===== config.mk =====
export PLATFORM = sky130hd
export DESIGN_NAME = victim_sel_lv2_flat
export DESIGN_NICKNAME = d
export VERILOG_FILES = /design/src/rtl/victim_sel_lv2_if.sv /design/src/rtl/victim_sel_lv2.sv /design/src/flat_wrapper.sv
export SDC_FILE = /design/constraint.sdc
export NUM_CORES = 1
export LEC_CHECK = 0
export CAP_MARGIN = 20
export CORE_MARGIN = 2
export CORE_UTILIZATION = 36
export DETAILED_ROUTE_END_ITERATION = 8
export PLACE_DENSITY_LB_ADDON = 0.08
export SLEW_MARGIN = 10
export SYNTH_ARGS = -nofsm -noshare
export SYNTH_HDL_FRONTEND = slang
export SYNTH_SLANG_ARGS = --single-unit

===== constraint.sdc =====
create_clock -name clk -period 1.7 [get_ports clk]
set_input_delay 0.34 -clock clk [delete_from_list [all_inputs] [get_ports clk]]
set_output_delay 0.34 -clock clk [all_outputs]
set_load 0.02 [all_outputs]

===== src/rtl/victim_sel_lv2_if.sv =====
// Bus bundle between the L2 miss-allocation controller and its neighbours
// (miss handler, pseudo-LRU block, writeback path).
`ifndef ASSOC_WID_LV2
`define ASSOC_WID_LV2 3
`endif
`ifndef INDEX_MSB_LV2
`define INDEX_MSB_LV2 15
`endif
`ifndef INDEX_LSB_LV2
`define INDEX_LSB_LV2 6
`endif

interface victim_sel_lv2_if #(
   parameter int ASSOC     = 8,
   parameter int ASSOC_WID = `ASSOC_WID_LV2,
   parameter int INDEX_MSB = `INDEX_MSB_LV2,
   parameter int INDEX_LSB = `INDEX_LSB_LV2
);
   logic                       miss_req;
   logic [INDEX_MSB:INDEX_LSB] miss_index;
   logic                       miss_ack;
   logic                       busy;
   logic [INDEX_MSB:INDEX_LSB] index_proc;
   logic [ASSOC_WID-1:0]       lru_replacement_proc;
   logic [ASSOC-1:0]           way_valid;
   logic [ASSOC-1:0]           way_dirty;
   logic                       wb_req;
   logic [ASSOC_WID-1:0]       wb_way;
   logic                       wb_ack;
   logic                       alloc_valid;
   logic [ASSOC_WID-1:0]       alloc_way;
   logic [ASSOC_WID-1:0]       blk_accessed_main;

   // Controller side.
   modport master (
      input  miss_req, miss_index, lru_replacement_proc, way_valid, way_dirty, wb_ack,
      output miss_ack, busy, index_proc, wb_req, wb_way, alloc_valid, alloc_way,
             blk_accessed_main
   );

   // Miss handler / LRU block / writeback side.
   modport slave (
      output miss_req, miss_index, lru_replacement_proc, way_valid, way_dirty, wb_ack,
      input  miss_ack, busy, index_proc, wb_req, wb_way, alloc_valid, alloc_way,
             blk_accessed_main
   );
endinterface


===== src/rtl/victim_sel_lv2.sv =====
// L2 miss-allocation controller: picks a victim way, writes it back if dirty, grants the fill way.
// Optional feature macro INVALID_WAY_FIRST_EN: prefer the lowest-numbered invalid way over the LRU way.
`ifndef ASSOC_WID_LV2
`define ASSOC_WID_LV2 3
`endif
`ifndef INDEX_MSB_LV2
`define INDEX_MSB_LV2 15
`endif
`ifndef INDEX_LSB_LV2
`define INDEX_LSB_LV2 6
`endif

module victim_sel_lv2 #(
   parameter int ASSOC     = 8,
   parameter int ASSOC_WID = `ASSOC_WID_LV2,
   parameter int INDEX_MSB = `INDEX_MSB_LV2,
   parameter int INDEX_LSB = `INDEX_LSB_LV2
) (
   input  logic             clk,
   input  logic             rst_b,
   victim_sel_lv2_if.master bus
);

   typedef enum logic [1:0] {
      IDLE    = 2'd0,
      SELECT  = 2'd1,
      WB_WAIT = 2'd2,
      ALLOC   = 2'd3
   } state_t;

   state_t                     state_r;
   state_t                     next_state_s;
   logic [ASSOC_WID-1:0]       victim_s;
   logic                       wb_needed_s;
   logic [ASSOC_WID-1:0]       victim_r;
   logic [INDEX_MSB:INDEX_LSB] index_proc_r;
   logic                       miss_ack_r;
   logic                       busy_r;
   logic                       wb_req_r;
   logic [ASSOC_WID-1:0]       wb_way_r;
   logic                       alloc_valid_r;
   logic [ASSOC_WID-1:0]       alloc_way_r;
   logic [ASSOC_WID-1:0]       blk_accessed_main_r;

`ifdef INVALID_WAY_FIRST_EN
   function automatic logic [ASSOC_WID-1:0] first_invalid(input logic [ASSOC-1:0] valid);
      logic [ASSOC_WID-1:0] idx;
      idx = '0;
      for (int i = ASSOC - 1; i >= 0; i--) begin
         if (!valid[i]) begin
            idx = ASSOC_WID'(i);
         end else begin
            idx = idx;
         end
      end
      return idx;
   endfunction
`endif

   // Victim choice and writeback decision, meaningful only while in SELECT.
   always_comb begin
      victim_s = bus.lru_replacement_proc;
`ifdef INVALID_WAY_FIRST_EN
      if (!(&bus.way_valid)) begin
         victim_s = first_invalid(bus.way_valid);
      end else begin
         victim_s = bus.lru_replacement_proc;
      end
`endif
      wb_needed_s = bus.way_valid[victim_s] & bus.way_dirty[victim_s];
   end

   // State register.
   always_ff @(posedge clk or negedge rst_b) begin
      if (!rst_b) begin
         state_r <= IDLE;
      end else begin
         state_r <= next_state_s;
      end
   end

   // Next-state logic.
   always_comb begin
      next_state_s = state_r;
      case (state_r)
         IDLE: begin
            if (bus.miss_req) begin
               next_state_s = SELECT;
            end else begin
               next_state_s = IDLE;
            end
         end
         SELECT: begin
            if (wb_needed_s) begin
               next_state_s = WB_WAIT;
            end else begin
               next_state_s = ALLOC;
            end
         end
         WB_WAIT: begin
            if (bus.wb_ack) begin
               next_state_s = ALLOC;
            end else begin
               next_state_s = WB_WAIT;
            end
         end
         ALLOC:   next_state_s = IDLE;
         default: next_state_s = IDLE;
      endcase
   end

   // Status and handshake outputs are registered off the next state so they line up with it.
   always_ff @(posedge clk or negedge rst_b) begin
      if (!rst_b) begin
         busy_r        <= 1'b0;
         wb_req_r      <= 1'b0;
         alloc_valid_r <= 1'b0;
         miss_ack_r    <= 1'b0;
      end else begin
         busy_r        <= (next_state_s != IDLE);
         wb_req_r      <= (next_state_s == WB_WAIT);
         alloc_valid_r <= (next_state_s == ALLOC);
         miss_ack_r    <= (next_state_s == ALLOC);
      end
   end

   // Index, victim and way registers.
   always_ff @(posedge clk or negedge rst_b) begin
      if (!rst_b) begin
         index_proc_r        <= '0;
         victim_r            <= '0;
         wb_way_r            <= '0;
         alloc_way_r         <= '0;
         blk_accessed_main_r <= '0;
      end else begin
         if ((state_r == IDLE) && bus.miss_req) begin
            index_proc_r <= bus.miss_index;
         end
         if (state_r == SELECT) begin
            victim_r <= victim_s;
            if (wb_needed_s) begin
               wb_way_r <= victim_s;
            end
         end
         // From SELECT the victim is still combinational; from WB_WAIT it has been captured.
         if (next_state_s == ALLOC) begin
            if (state_r == SELECT) begin
               alloc_way_r <= victim_s;
            end else begin
               alloc_way_r <= victim_r;
            end
         end
         if (state_r == ALLOC) begin
            blk_accessed_main_r <= alloc_way_r;
         end
      end
   end

   assign bus.index_proc        = index_proc_r;
   assign bus.miss_ack          = miss_ack_r;
   assign bus.busy              = busy_r;
   assign bus.wb_req            = wb_req_r;
   assign bus.wb_way            = wb_way_r;
   assign bus.alloc_valid       = alloc_valid_r;
   assign bus.alloc_way         = alloc_way_r;
   assign bus.blk_accessed_main = blk_accessed_main_r;

endmodule


===== src/flat_wrapper.sv =====
// flat-port wrapper written by rule: the top's interface ports become plain ports
module victim_sel_lv2_flat 
#(
   parameter int ASSOC     = 8,
   parameter int ASSOC_WID = `ASSOC_WID_LV2,
   parameter int INDEX_MSB = `INDEX_MSB_LV2,
   parameter int INDEX_LSB = `INDEX_LSB_LV2
)
  (clk, rst_b, bus_miss_req, bus_miss_index, bus_lru_replacement_proc, bus_way_valid, bus_way_dirty, bus_wb_ack, bus_miss_ack, bus_busy, bus_index_proc, bus_wb_req, bus_wb_way, bus_alloc_valid, bus_alloc_way, bus_blk_accessed_main);
  victim_sel_lv2_if #(.ASSOC(ASSOC), .ASSOC_WID(ASSOC_WID), .INDEX_MSB(INDEX_MSB), .INDEX_LSB(INDEX_LSB)) bus_i ();
  input  logic clk;
  input  logic rst_b;
  input wire logic [$bits(bus_i.miss_req)-1:0] bus_miss_req;
  input wire logic [$bits(bus_i.miss_index)-1:0] bus_miss_index;
  input wire logic [$bits(bus_i.lru_replacement_proc)-1:0] bus_lru_replacement_proc;
  input wire logic [$bits(bus_i.way_valid)-1:0] bus_way_valid;
  input wire logic [$bits(bus_i.way_dirty)-1:0] bus_way_dirty;
  input wire logic [$bits(bus_i.wb_ack)-1:0] bus_wb_ack;
  output wire logic [$bits(bus_i.miss_ack)-1:0] bus_miss_ack;
  output wire logic [$bits(bus_i.busy)-1:0] bus_busy;
  output wire logic [$bits(bus_i.index_proc)-1:0] bus_index_proc;
  output wire logic [$bits(bus_i.wb_req)-1:0] bus_wb_req;
  output wire logic [$bits(bus_i.wb_way)-1:0] bus_wb_way;
  output wire logic [$bits(bus_i.alloc_valid)-1:0] bus_alloc_valid;
  output wire logic [$bits(bus_i.alloc_way)-1:0] bus_alloc_way;
  output wire logic [$bits(bus_i.blk_accessed_main)-1:0] bus_blk_accessed_main;
  assign bus_i.miss_req = bus_miss_req;
  assign bus_i.miss_index = bus_miss_index;
  assign bus_i.lru_replacement_proc = bus_lru_replacement_proc;
  assign bus_i.way_valid = bus_way_valid;
  assign bus_i.way_dirty = bus_way_dirty;
  assign bus_i.wb_ack = bus_wb_ack;
  assign bus_miss_ack = bus_i.miss_ack;
  assign bus_busy = bus_i.busy;
  assign bus_index_proc = bus_i.index_proc;
  assign bus_wb_req = bus_i.wb_req;
  assign bus_wb_way = bus_i.wb_way;
  assign bus_alloc_valid = bus_i.alloc_valid;
  assign bus_alloc_way = bus_i.alloc_way;
  assign bus_blk_accessed_main = bus_i.blk_accessed_main;
  victim_sel_lv2 #(.ASSOC(ASSOC), .ASSOC_WID(ASSOC_WID), .INDEX_MSB(INDEX_MSB), .INDEX_LSB(INDEX_LSB)) u_core (.clk(clk), .rst_b(rst_b), .bus(bus_i));
endmodule

==> summary.md, run 1 <==
| Metric | Value |
|---|---|
| Status | completed |
| Yosys cell types | 16 |
| Clock Pin Slew Worst Setup and Hold Paths | 0.15 ns |
| Maximum VDD drop | 0.792 mV |
| Final min period | 1.67 ns |
| Critical path capture point type | register |
| IO Count | 56 |
| Vias per cell | 4.42 |
| Routability cong. | 0.741 |
| CP Max Fanout | 4 |
| Port Buf Inserts | 55 |
| Clock root cell | clkbuf_4 |
| Crit-path leading delay family | multiplexers |
| DRC Markers | 0 |
| R2R setup slack | 0.05 ns |
| Worst EP required | 1.93 ns |
| Switching pwr | 1.23 mW |
| Synth area leaders | dfrtp_1 (58%), mux2_2 (21%), ha_1 (5.3%) |
| Diodes inserted | 0 |
| Most numerous cell in the Yosys netlist | dfrtp_1 |
| Placed Cells | 192 |
| Area delta synth->final | 65.6% |
| CP Cell Sequence | clkdlybuf4s15_2, mux4_2, a41o_1, a21oi_4, mux2_4 |
| Static Leak | 0.952 nW |
| Post-synth top cells | dfrtp_1 (27), mux2_2 (22), nand2_1 (13) |
| Top cell type's share of synthesized area | 0.576 |
| CTS tree | yes |
| GRT Total Usage | 0.150 |
| Synthesized flop and latch total | 27 |
| Syn Std Cell Area | 1170 sq um |
| Largest area contributor in the netlist | dfrtp_1 |
| Gate Count Post-Synth | 83 |
| Startpoint types | primary input |
| WP data arrival | 1.90 ns |
| Asr flop ratio synth | 1.00 |
| CP bufs+invs | 1 |
| Setup WS pre-CTS | -0.705 ns |
| CP max-delay cell | mux4_2 |
| Overall power | 3.37 mW |
| CTS Sinks | 27 |
| Slew Viols, Final | 0 |
| Crit Path Class | in -> reg |
| Final period util | 0.982 |
| Post-synth EDFFs | 0 |
| Detail Route Antenna Nets | 0 |
| Power Internal | 2.14 mW |
| Synth warn | 0 |
| Hold Buf Count CTS | 0 |
| Seq/Total Area, Yosys | 0.576 |
| Routed wire per std cell | 12.9 um |
| Setup TNS | 0 ns |
| Final setup viols | 0 |
| Unrepaired setup endpoints after global routing | true |
| P per Cell Area | 1740 nW/um^2 |
| Slew HR | 0.775 |
| Largest net degree at the start of global routing | 28 |
| Placed inst area | 1870 sq um |
| Cell Rows | 20 |
| Layout cells sized above 1 | 0.316 |
| Initial core utilization | 0.381 |
| Fin nets | 191 |
| Num CTS Buffers | 3 |
| Grt ovf | 0 |
| Die width | 61.1 um |
| Final HPWL DP | 1880 um |
| Max Fclk | 0.599 GHz |
| Main flop type after synthesis | dfrtp_1 |
| Hold Vio Cnt, Final | 0 |
| CTS max path bufs | 2 |
| Clk_skew | 0.000947 ns |
| First-pass GRT wire length | 4050 um |
| Final Cell Area | 1940 sq um |
| Sw frac | 0.364 |
| CORE AREA | 3080 sq um |
| Sequential share of power | 0.332 |
| Detailed Route WL | 2520 um |
| DRT Pass-1 Iters | 2 |
| Antenna violations before repair | 0 |
| Syn nets | 121 |
| Layout Cells excl Fill | 196 |
| DR iter-0 viols | 9 |
| Syn_area_per_cell | 14.1 sq um |
| Clock latency reported for the late side of the worst-skew pair | 0.32 ns |
| DR vias | 866 |
| Max incr delay on CP | 0.52 ns |
| PnR worst setup slack | 0.0299 ns |
| Die ar. | 3730 sq um |
| Vias in the first global route | 926 |
| Clk network pwr share | 0.084 |
| Filler Cell Count | 267 |
| Comb power frac | 0.584 |
| Worst Max-Slew Pin Slew | 0.337 ns |
| Die H | 61.1 um |
| Hold crit path type | in -> async |
| Maxcap violations | 0 |
| CTS H-tree lvls | 1 |
==> layer usage <==
| layer | global-route usage | part of all wire |
|---|---|---|
| met2 | 0.269 | 0.53 |
| met1 | 0.179 | 0.40 |
| met3 | 0.0273 | 0.067 |
| met5 | 0 | 0 |
| met4 | 0.0559 | 0.0059 |
==> power by group through the flow <==
| stage | sequential [mW] | clock [mW] | combinational (mW) |
|---|---|---|---|
| 6_report | 1.12 | 0.283 | 1.97 |
| 5_1_grt | 1.15 | 0.324 | 2.13 |
| 4_1_cts | 1.12 | 0.303 | 1.98 |
| 3_5_place_dp | 1.13 | 0 | 1.88 |
| 3_3_place_gp | 1.12 | 0 | 1.84 |
| 2_1_floorplan | 1.45 | 0 | 0.631 |
==> logic make-up after synthesis <==
group                      count (synthesis)  share of synthesized area
and+or+nand+nor                           17                     0.0630
AOI/OAI and AO/OA                          4                     0.0267
adders and majority gates                  5                     0.0534
muxes                                     25                      0.261
DFF                                       27                      0.576
buffers and inverters                      5                     0.0192
==> worst paths after layout <==
check / endpoint / start / depth (start not counted)
setup / recovery: u_core.bus.alloc_way[1] / bus_lru_replacement_proc[2] / 5
hold / removal: u_core.bus.index_proc[9] / rst_b / 2
setup reg to reg: u_core.bus.alloc_way[1] / u_core.state_r[0] / 7
hold reg to reg: u_core.bus.index_proc[6] / u_core.bus.index_proc[6] / 1
max in group asynchronous: u_core.bus.alloc_way[2] / rst_b / 2
min in group clk: u_core.bus.wb_way[2] / bus_lru_replacement_proc[2] / 2
==> cell type report <==
cell class	instances	area (sq um)	share of cell area
inverters	4	15.0	0.00773
clock buffers	3	22.5	0.0116
flip-flops and latches	27	676	0.348
well taps	44	55.1	0.0284
multi-input cells	51	526	0.271
repair buffers	66	641	0.330
clock inverters	1	7.51	0.00387
==> state kept, by name (all words and copies together) (netlist names) <==
| register | cells |
|---|---|
| u_core.bus.wb_req | 1 |
| u_core.state_r | 2 |
| u_core.bus.wb_way | 3 |
| u_core.victim_r | 3 |
| u_core.bus.miss_ack | 1 |
| u_core.bus.index_proc | 10 |
| u_core.bus.alloc_way | 3 |
| u_core.bus.blk_accessed_main | 3 |
| u_core.bus.busy | 1 |
==> cells in the final DEF (no fill, tap or decap), types with 2 or more instances in the layout <==
cell              n
nand2_1          12
nand2b_1          2
mux4_2            2
dfrtp_1          27
buf_4            10
clkbuf_4          3
ha_1              3
inv_2             2
mux2_4            3
dlymetal6s2s_1    7
inv_1             2
clkdlybuf4s50_1  28
dlygate4sd2_1    19
mux2_2           19
==> metrics by stage <==
step | utilization | hold WS [ns]
after detailed placement | 0.606 | 0.491
after global routing | 0.631 | 0.395
final | 0.631 | 0.370
after floorplan | - | 0.0444
after CTS | 0.623 | 0.370
after global placement | 0.606 | 0.479
==> worst register-to-register path, stage by stage, from the launching register on <==
cell	delay, ns
dfrtp_1	0.39
inv_2	0.07
ha_1	0.20
nand2_1	0.08
o21ai_2	0.06
a41o_1	0.23
a21oi_4	0.21
mux2_4	0.32
==> timing repair <==
| action | in CTS | in global routing |
|---|---|---|
| setup endpoints to repair | 11 | 11 |
| resized for setup | 35 | 9 |
| pin swaps | 10 | 3 |
| cloned | 0 | 0 |
| buffers inserted | 0 | 0 |
No activity file was read; power rests on OpenSTA's default activity.
==> run 2: changes to the inputs <==
--- a/config.mk
+++ b/config.mk
@@ -8,6 +8,7 @@
 export CAP_MARGIN = 20
 export CORE_MARGIN = 2
 export CORE_UTILIZATION = 36
+export CTS_CLUSTER_SIZE = 10
 export DETAILED_ROUTE_END_ITERATION = 8
 export PLACE_DENSITY_LB_ADDON = 0.08
 export SLEW_MARGIN = 10
==> results of run 2 <==
Final layout, timing and power as in run 1 (identical DEF).
